[config.mk]
export PLATFORM = sky130hd
export DESIGN_NAME = uart_pc_rx
export DESIGN_NICKNAME = d
export VERILOG_FILES = /design/src/rtl/uart_pkg.sv /design/src/rtl/uart_rx_sync.sv /design/src/rtl/uart_pc_rx.sv
export SDC_FILE = /design/constraint.sdc
export NUM_CORES = 1
export LEC_CHECK = 0
export CAP_MARGIN = 20
export CORE_MARGIN = 1.5
export CORE_UTILIZATION = 50
export CTS_CLUSTER_SIZE = 40
export DETAILED_ROUTE_END_ITERATION = 7
export PLACE_DENSITY_LB_ADDON = 0.2
export SETUP_SLACK_MARGIN = 0.02
export SYNTH_ARGS = -nofsm -noshare
export SYNTH_HDL_FRONTEND = slang
export SYNTH_SLANG_ARGS = --single-unit
export TNS_END_PERCENT = 20
[constraint.sdc]
create_clock -name clk -period 1.69 [get_ports clk]
set_input_delay 0.338 -clock clk [delete_from_list [all_inputs] [get_ports clk]]
set_output_delay 0.338 -clock clk [all_outputs]
set_load 0.005 [all_outputs]
[src/rtl/uart_pkg.sv]
// uart_pkg
// Shared definitions for the PC-link UART receive and transmit paths.
//   - rx_state_e      : receiver FSM state encoding
//   - CLK_FREQ_DEF    : default system clock frequency (Hz)
//   - BAUD_DEF        : default line rate
//   - bit_cycles()    : clocks per bit, integer floor of clk_freq/baud
//   - half_cycles()   : clocks from start-edge detection to start-bit sample
// Both directions call the same helpers so their bit timing cannot drift apart.
package uart_pkg;

  localparam int unsigned CLK_FREQ_DEF = 50_000_000;
  localparam int unsigned BAUD_DEF     = 9600;

  typedef enum logic [2:0] {
    ST_IDLE  = 3'd0,
    ST_START = 3'd1,
    ST_DATA  = 3'd2,
    ST_STOP  = 3'd3,
    ST_BREAK = 3'd4
  } rx_state_e;

  function automatic int unsigned bit_cycles(input int unsigned clk_freq,
                                             input int unsigned baud);
    return clk_freq / baud;
  endfunction

  function automatic int unsigned half_cycles(input int unsigned clk_freq,
                                              input int unsigned baud);
    return bit_cycles(clk_freq, baud) / 2;
  endfunction

endpackage

[src/rtl/uart_rx_sync.sv]
// uart_rx_sync
// Two-flop synchroniser for the asynchronous RS232 input followed by a
// one-flop delay used for falling-edge detection.
// Ports:
//   clk_i      in   system clock
//   rst_ni     in   synchronous active-low reset
//   rx_i       in   asynchronous serial line (idle high)
//   rx_sync_o  out  synchronised line level
//   fall_o     out  high while a 1->0 transition is visible on rx_sync_o
// All flops reset to 1 (line idle) so leaving reset never looks like a start bit.
module uart_rx_sync (
  input  logic clk_i,
  input  logic rst_ni,
  input  logic rx_i,
  output logic rx_sync_o,
  output logic fall_o
);

  logic rx_meta_q;
  logic rx_sync_q;
  logic rx_prev_q;

  always_ff @(posedge clk_i) begin
    if (!rst_ni) begin
      rx_meta_q <= 1'b1;
      rx_sync_q <= 1'b1;
      rx_prev_q <= 1'b1;
    end else begin
      rx_meta_q <= rx_i;
      rx_sync_q <= rx_meta_q;
      rx_prev_q <= rx_sync_q;
    end
  end

  assign rx_sync_o = rx_sync_q;
  assign fall_o    = rx_prev_q & ~rx_sync_q;

endmodule

[src/rtl/uart_pc_rx.sv]
// uart_pc_rx
// Serial receiver for the PC link. Detects the start bit, samples eight data
// bits LSB-first at mid-bit with its own baud counter, checks the stop bit and
// presents each good byte with a one-cycle strobe.
// Ports:
//   clk        in   system clock
//   rst_n      in   synchronous active-low reset
//   rs232_rx   in   asynchronous serial input, idle high
//   rx_data    out  last correctly received byte, held until the next good one
//   rx_int     out  one-cycle strobe: rx_data has just been updated
//   frame_err  out  one-cycle strobe: stop bit sampled low, byte discarded
//   rx_busy    out  high whenever the FSM is not in IDLE
//
// state | meaning
// ------+----------------------------------------------------------------
// IDLE  | line idle, waiting for a falling edge
// START | counting to mid start bit, then confirming it is still low
// DATA  | sampling data bits one bit period apart, LSB first
// STOP  | sampling the stop bit; high publishes the byte, low flags error
// BREAK | line held low after a framing error; wait for it to go high
module uart_pc_rx
  import uart_pkg::*;
#(
  parameter int unsigned CLK_FREQ = CLK_FREQ_DEF,
  parameter int unsigned BAUD     = BAUD_DEF
) (
  input  logic       clk,
  input  logic       rst_n,
  input  logic       rs232_rx,
  output logic [7:0] rx_data,
  output logic       rx_int,
  output logic       frame_err,
  output logic       rx_busy
);

  localparam int unsigned BIT_CYC = bit_cycles(CLK_FREQ, BAUD);
  localparam int unsigned HALF    = half_cycles(CLK_FREQ, BAUD);
  localparam int          CNT_W   = $clog2(BIT_CYC);

  localparam logic [CNT_W-1:0] HALF_TC = CNT_W'(HALF - 1);
  localparam logic [CNT_W-1:0] BIT_TC  = CNT_W'(BIT_CYC - 1);

  logic rx_sync;
  logic rx_fall;

  uart_rx_sync u_sync (
    .clk_i     (clk),
    .rst_ni    (rst_n),
    .rx_i      (rs232_rx),
    .rx_sync_o (rx_sync),
    .fall_o    (rx_fall)
  );

  rx_state_e        state_q, state_d;
  logic [CNT_W-1:0] cnt_q, cnt_d;
  logic [2:0]       bit_idx_q, bit_idx_d;
  logic [7:0]       shift_q, shift_d;
  logic [7:0]       rx_data_q, rx_data_d;
  logic             rx_int_q, rx_int_d;
  logic             frame_err_q, frame_err_d;

  always_ff @(posedge clk) begin
    if (!rst_n) begin
      state_q     <= ST_IDLE;
      cnt_q       <= '0;
      bit_idx_q   <= '0;
      shift_q     <= '0;
      rx_data_q   <= '0;
      rx_int_q    <= 1'b0;
      frame_err_q <= 1'b0;
    end else begin
      state_q     <= state_d;
      cnt_q       <= cnt_d;
      bit_idx_q   <= bit_idx_d;
      shift_q     <= shift_d;
      rx_data_q   <= rx_data_d;
      rx_int_q    <= rx_int_d;
      frame_err_q <= frame_err_d;
    end
  end

  // The counter restarts on every state entry and after every data-bit
  // sample, so each compare measures time from the previous sample point.
  always_comb begin
    state_d     = state_q;
    cnt_d       = cnt_q + CNT_W'(1);
    bit_idx_d   = bit_idx_q;
    shift_d     = shift_q;
    rx_data_d   = rx_data_q;
    rx_int_d    = 1'b0;
    frame_err_d = 1'b0;

    unique case (state_q)
      ST_IDLE: begin
        if (rx_fall) begin
          state_d = ST_START;
          cnt_d   = '0;
        end
      end

      ST_START: begin
        if (cnt_q == HALF_TC) begin
          cnt_d = '0;
          if (!rx_sync) begin
            state_d   = ST_DATA;
            bit_idx_d = '0;
          end else begin
            // Start bit gone by mid-bit: treat as a glitch.
            state_d = ST_IDLE;
          end
        end
      end

      ST_DATA: begin
        if (cnt_q == BIT_TC) begin
          cnt_d   = '0;
          shift_d = {rx_sync, shift_q[7:1]};
          if (bit_idx_q == 3'd7) begin
            state_d = ST_STOP;
          end else begin
            bit_idx_d = bit_idx_q + 3'd1;
          end
        end
      end

      ST_STOP: begin
        if (cnt_q == BIT_TC) begin
          cnt_d = '0;
          if (rx_sync) begin
            rx_data_d = shift_q;
            rx_int_d  = 1'b1;
            state_d   = ST_IDLE;
          end else begin
            frame_err_d = 1'b1;
            state_d     = ST_BREAK;
          end
        end
      end

      ST_BREAK: begin
        // Holding here keeps a stuck-low line from retriggering START.
        if (rx_sync) begin
          state_d = ST_IDLE;
          cnt_d   = '0;
        end
      end

      default: begin
        state_d = ST_IDLE;
        cnt_d   = '0;
      end
    endcase
  end

  assign rx_data   = rx_data_q;
  assign rx_int    = rx_int_q;
  assign frame_err = frame_err_q;
  assign rx_busy   = (state_q != ST_IDLE);

endmodule

==> results_dict.tcl <==
set metrics [dict create \
    rows 22 \
    slew_violations 0 \
    ctsHoldBuffers 0 \
    outcome "finished with violations" \
    crit_chain "ha_4 > and4bb_1 > nand4b_1 > buf_4 > buf_8 > o21ai_2 > a2111oi_2" \
    wire_per_inst_um 16.1 \
    critPathLaunchType "register" \
    p_per_area_nw_per_um2 780 \
    final_util_pct 67.6 \
    max_freq_ghz 0.591 \
    max_slew.worst_pin.slew_ns 0.371 \
    areaGrowthSynthToFinish_pct 30.0 \
    synth_edf_count 0 \
    critPathSlowestCell "dfxtp_2" \
    drtIter0Drc 82 \
    synth_ff_type "dfxtp_1" \
    core_um2 3630 \
    cp_num_buf_inv 2 \
    netlist_area_um2 1890 \
    drt-total-wl_um 4570 \
    track_usage_pct 21.8 \
    intPower_mw 1.50 \
    clock_path_buffers 2 \
    ctsHtreeMaxLevel 2 \
    dpl_cell_area_um2 2170 \
    clock_power_share_pct 42.9 \
    grt_pass1_vias 1580 \
    final-seq-area_um2 807 \
    dp_hpwl_um 3020 \
    multi_input_area_um2 1100 \
    grt_overflow_total 0 \
    period_needed_ns 1.69 \
    swShare_pct 21.8 \
    num_vias 1656 \
    yosys_warnings 0 \
    critPathTopFamily "simple AND/OR/NAND/NOR gates" \
    netSwitchingPower_mw 0.418 \
    drc 0 \
    finalSetupViolCount 1 \
    end_kind "register" \
    synth_cell_type_count 39 \
    synthTopCellsByArea "dfxtp_1 (42%), nand3_1 (6.4%), o21ai_0 (5.6%)" \
    place_ws_ns -0.0583 \
    cap_violations 0 \
    synth_cells 203 \
    rsz0062_at_grt "true" \
    grt_pass1_wl_um 7090 \
    io_pins 14 \
    nFillCells 299 \
    synth_commonest_cells "dfxtp_1 (40), nand3_1 (24), o21ai_0 (21)" \
    diodes 0 \
    cts_tree "yes" \
    die_width_um 64.5 \
    critPathMaxFanout 5 \
    criticalPathCategory "register to register" \
    clkSinkCount 40 \
    post-synth-top-count-cell "dfxtp_1" \
    synth-seq-cells 40 \
    min_path_type "register to register" \
    timing.final.crit_share_pct 100 \
    grt_max_degree 27 \
    power.total_mw 1.92 \
    reg2reg_slack_ns -0.003 \
    clock_latency_ns 0.30 \
    yosysTopAreaCell "dfxtp_1" \
    ir_drop_v 0.000706 \
    die-area_um2 4160 \
    power_frac_seq_pct 50.2 \
    syn-num-nets 209 \
    cp.required_ns 1.87 \
    io_buffers 13 \
    finClkSkew_ns 0.00976 \
    root_buffer "clkbuf_8" \
    antenna_found_initial 0 \
    start_util_pct 52.0 \
    numCtsBuffers 5 \
    worstPathArrival_ns 1.88 \
    violations "setup timing" \
    drive_above_1_share_pct 31.8 \
    ys_seq_area_share_pct 42.4 \
    setup_slack_ns -0.00339 \
    first_pass_iters 4 \
    combPwrFrac_pct 6.9 \
    postSynthAreaPerCell_um2 9.31 \
    layout.nets 241 \
    die_h_um 64.5 \
    synthDominantCellAreaShare_pct 42.4 \
    slew_headroom_pct 75.3 \
    via_per_inst 5.83 \
    postLayoutCellArea_um2 2460 \
    critical-path-max-stage-delay_ns 0.34 \
    antenna_left 0 \
    p_leak_nw 0.851 \
    globalplace.congestion 0.902 \
    finalHoldViolCount 0 \
    path_clk_slew_ns 0.08 \
    ys_async_sr_fraction_pct 0 \
]
placed cells by master (no fill, tap or decap), types with 3 or more instances in the layout:
cell,netlist,final
dfxtp_1,40,35
nand3_1,24,23
buf_4,2,20
a21oi_1,19,18
clkdlybuf4s50_1,0,12
o21ai_0,21,10
o21ai_1,1,9
nor3_2,10,9
nand2_1,8,8
xor2_1,8,8
clkbuf_8,0,6
nand2b_1,5,5
nor2_1,6,5
nand4_1,5,5
dfxtp_2,0,5
or3_1,4,4
and4bb_2,4,4
o21ai_2,0,3
o221ai_1,3,3
power groups by stage:
stage	Clock [mW]	Combinational [mW]	Sequential [mW]
after floorplan	0	0.0682	0.982
after global placement	0	0.106	0.980
after detailed placement	0	0.110	0.981
after CTS	0.846	0.115	0.959
after global routing	0.874	0.142	0.964
final	0.822	0.132	0.963
metal layers:
layer | track usage [%] | up-vias | share of wire, % | routed length, µm
met4 | 8.24 | 0 | 0.79 | 36
met2 | 39.1 | 29 | 53 | 2410
met3 | 5.38 | 5 | 2.9 | 133
met1 | 25.0 | 810 | 43 | 1990
met5 | 0 | - | 0 | 0
li1 | - | 812 | - | -
kinds of logic after synthesis:
group	after synthesis	share of synthesized area, %
and+or+nand+nor	85	29.8
AOI/OAI and AO/OA	51	17.6
DFF	40	42.4
buffers and inverters	15	4.04
xor gates and xnor gates	9	4.17
adders and majority gates	3	1.99
timing repair:
action / 4_1_cts / 5_1_grt
buffers inserted: 1 / 2
gates cloned: 0 / 3
endpoints found under the setup margin: 34 / 25
resized for setup: 9 / 33
pin swaps: 1 / 5
sequential cells by signal, summed over array words and instances, names as in the netlist:
signal	count
u_sync.rx_meta_q	1
frame_err	1
rx_int	1
shift_q	8
state_q	3
u_sync.rx_sync_o	1
u_sync.rx_prev_q	1
cnt_q	13
rx_data	8
bit_idx_q	3
cell type report:
cell class,count,area share [%]
Inverter,2,0.306
Tap cell,48,2.45
Clock inverter,2,1.58
Timing Repair Buffer,38,14.7
Clock buffer,6,3.36
Sequential cell,40,32.9
Multi-Input combinational cell,148,44.7
stage by stage:
stage                     std cells  hold slack (ns)  TNS (ns)
after global routing            284            0.434    -0.519
after CTS                       279            0.417         0
after global placement          270            0.389         0
after floorplan                 203            0.386         0
final                           284            0.412  -0.00339
after detailed placement        270            0.396    -0.424
worst paths after layout:
kind / cells past startpoint / start / to
setup / recovery: 7 / cnt_q[0] / state_q[1]
hold / removal: 1 / u_sync.rx_meta_q / u_sync.rx_sync_o
setup reg to reg: 7 / cnt_q[0] / state_q[1]
hold reg to reg: 1 / u_sync.rx_meta_q / u_sync.rx_sync_o
No activity file was read; power rests on OpenSTA's default activity.
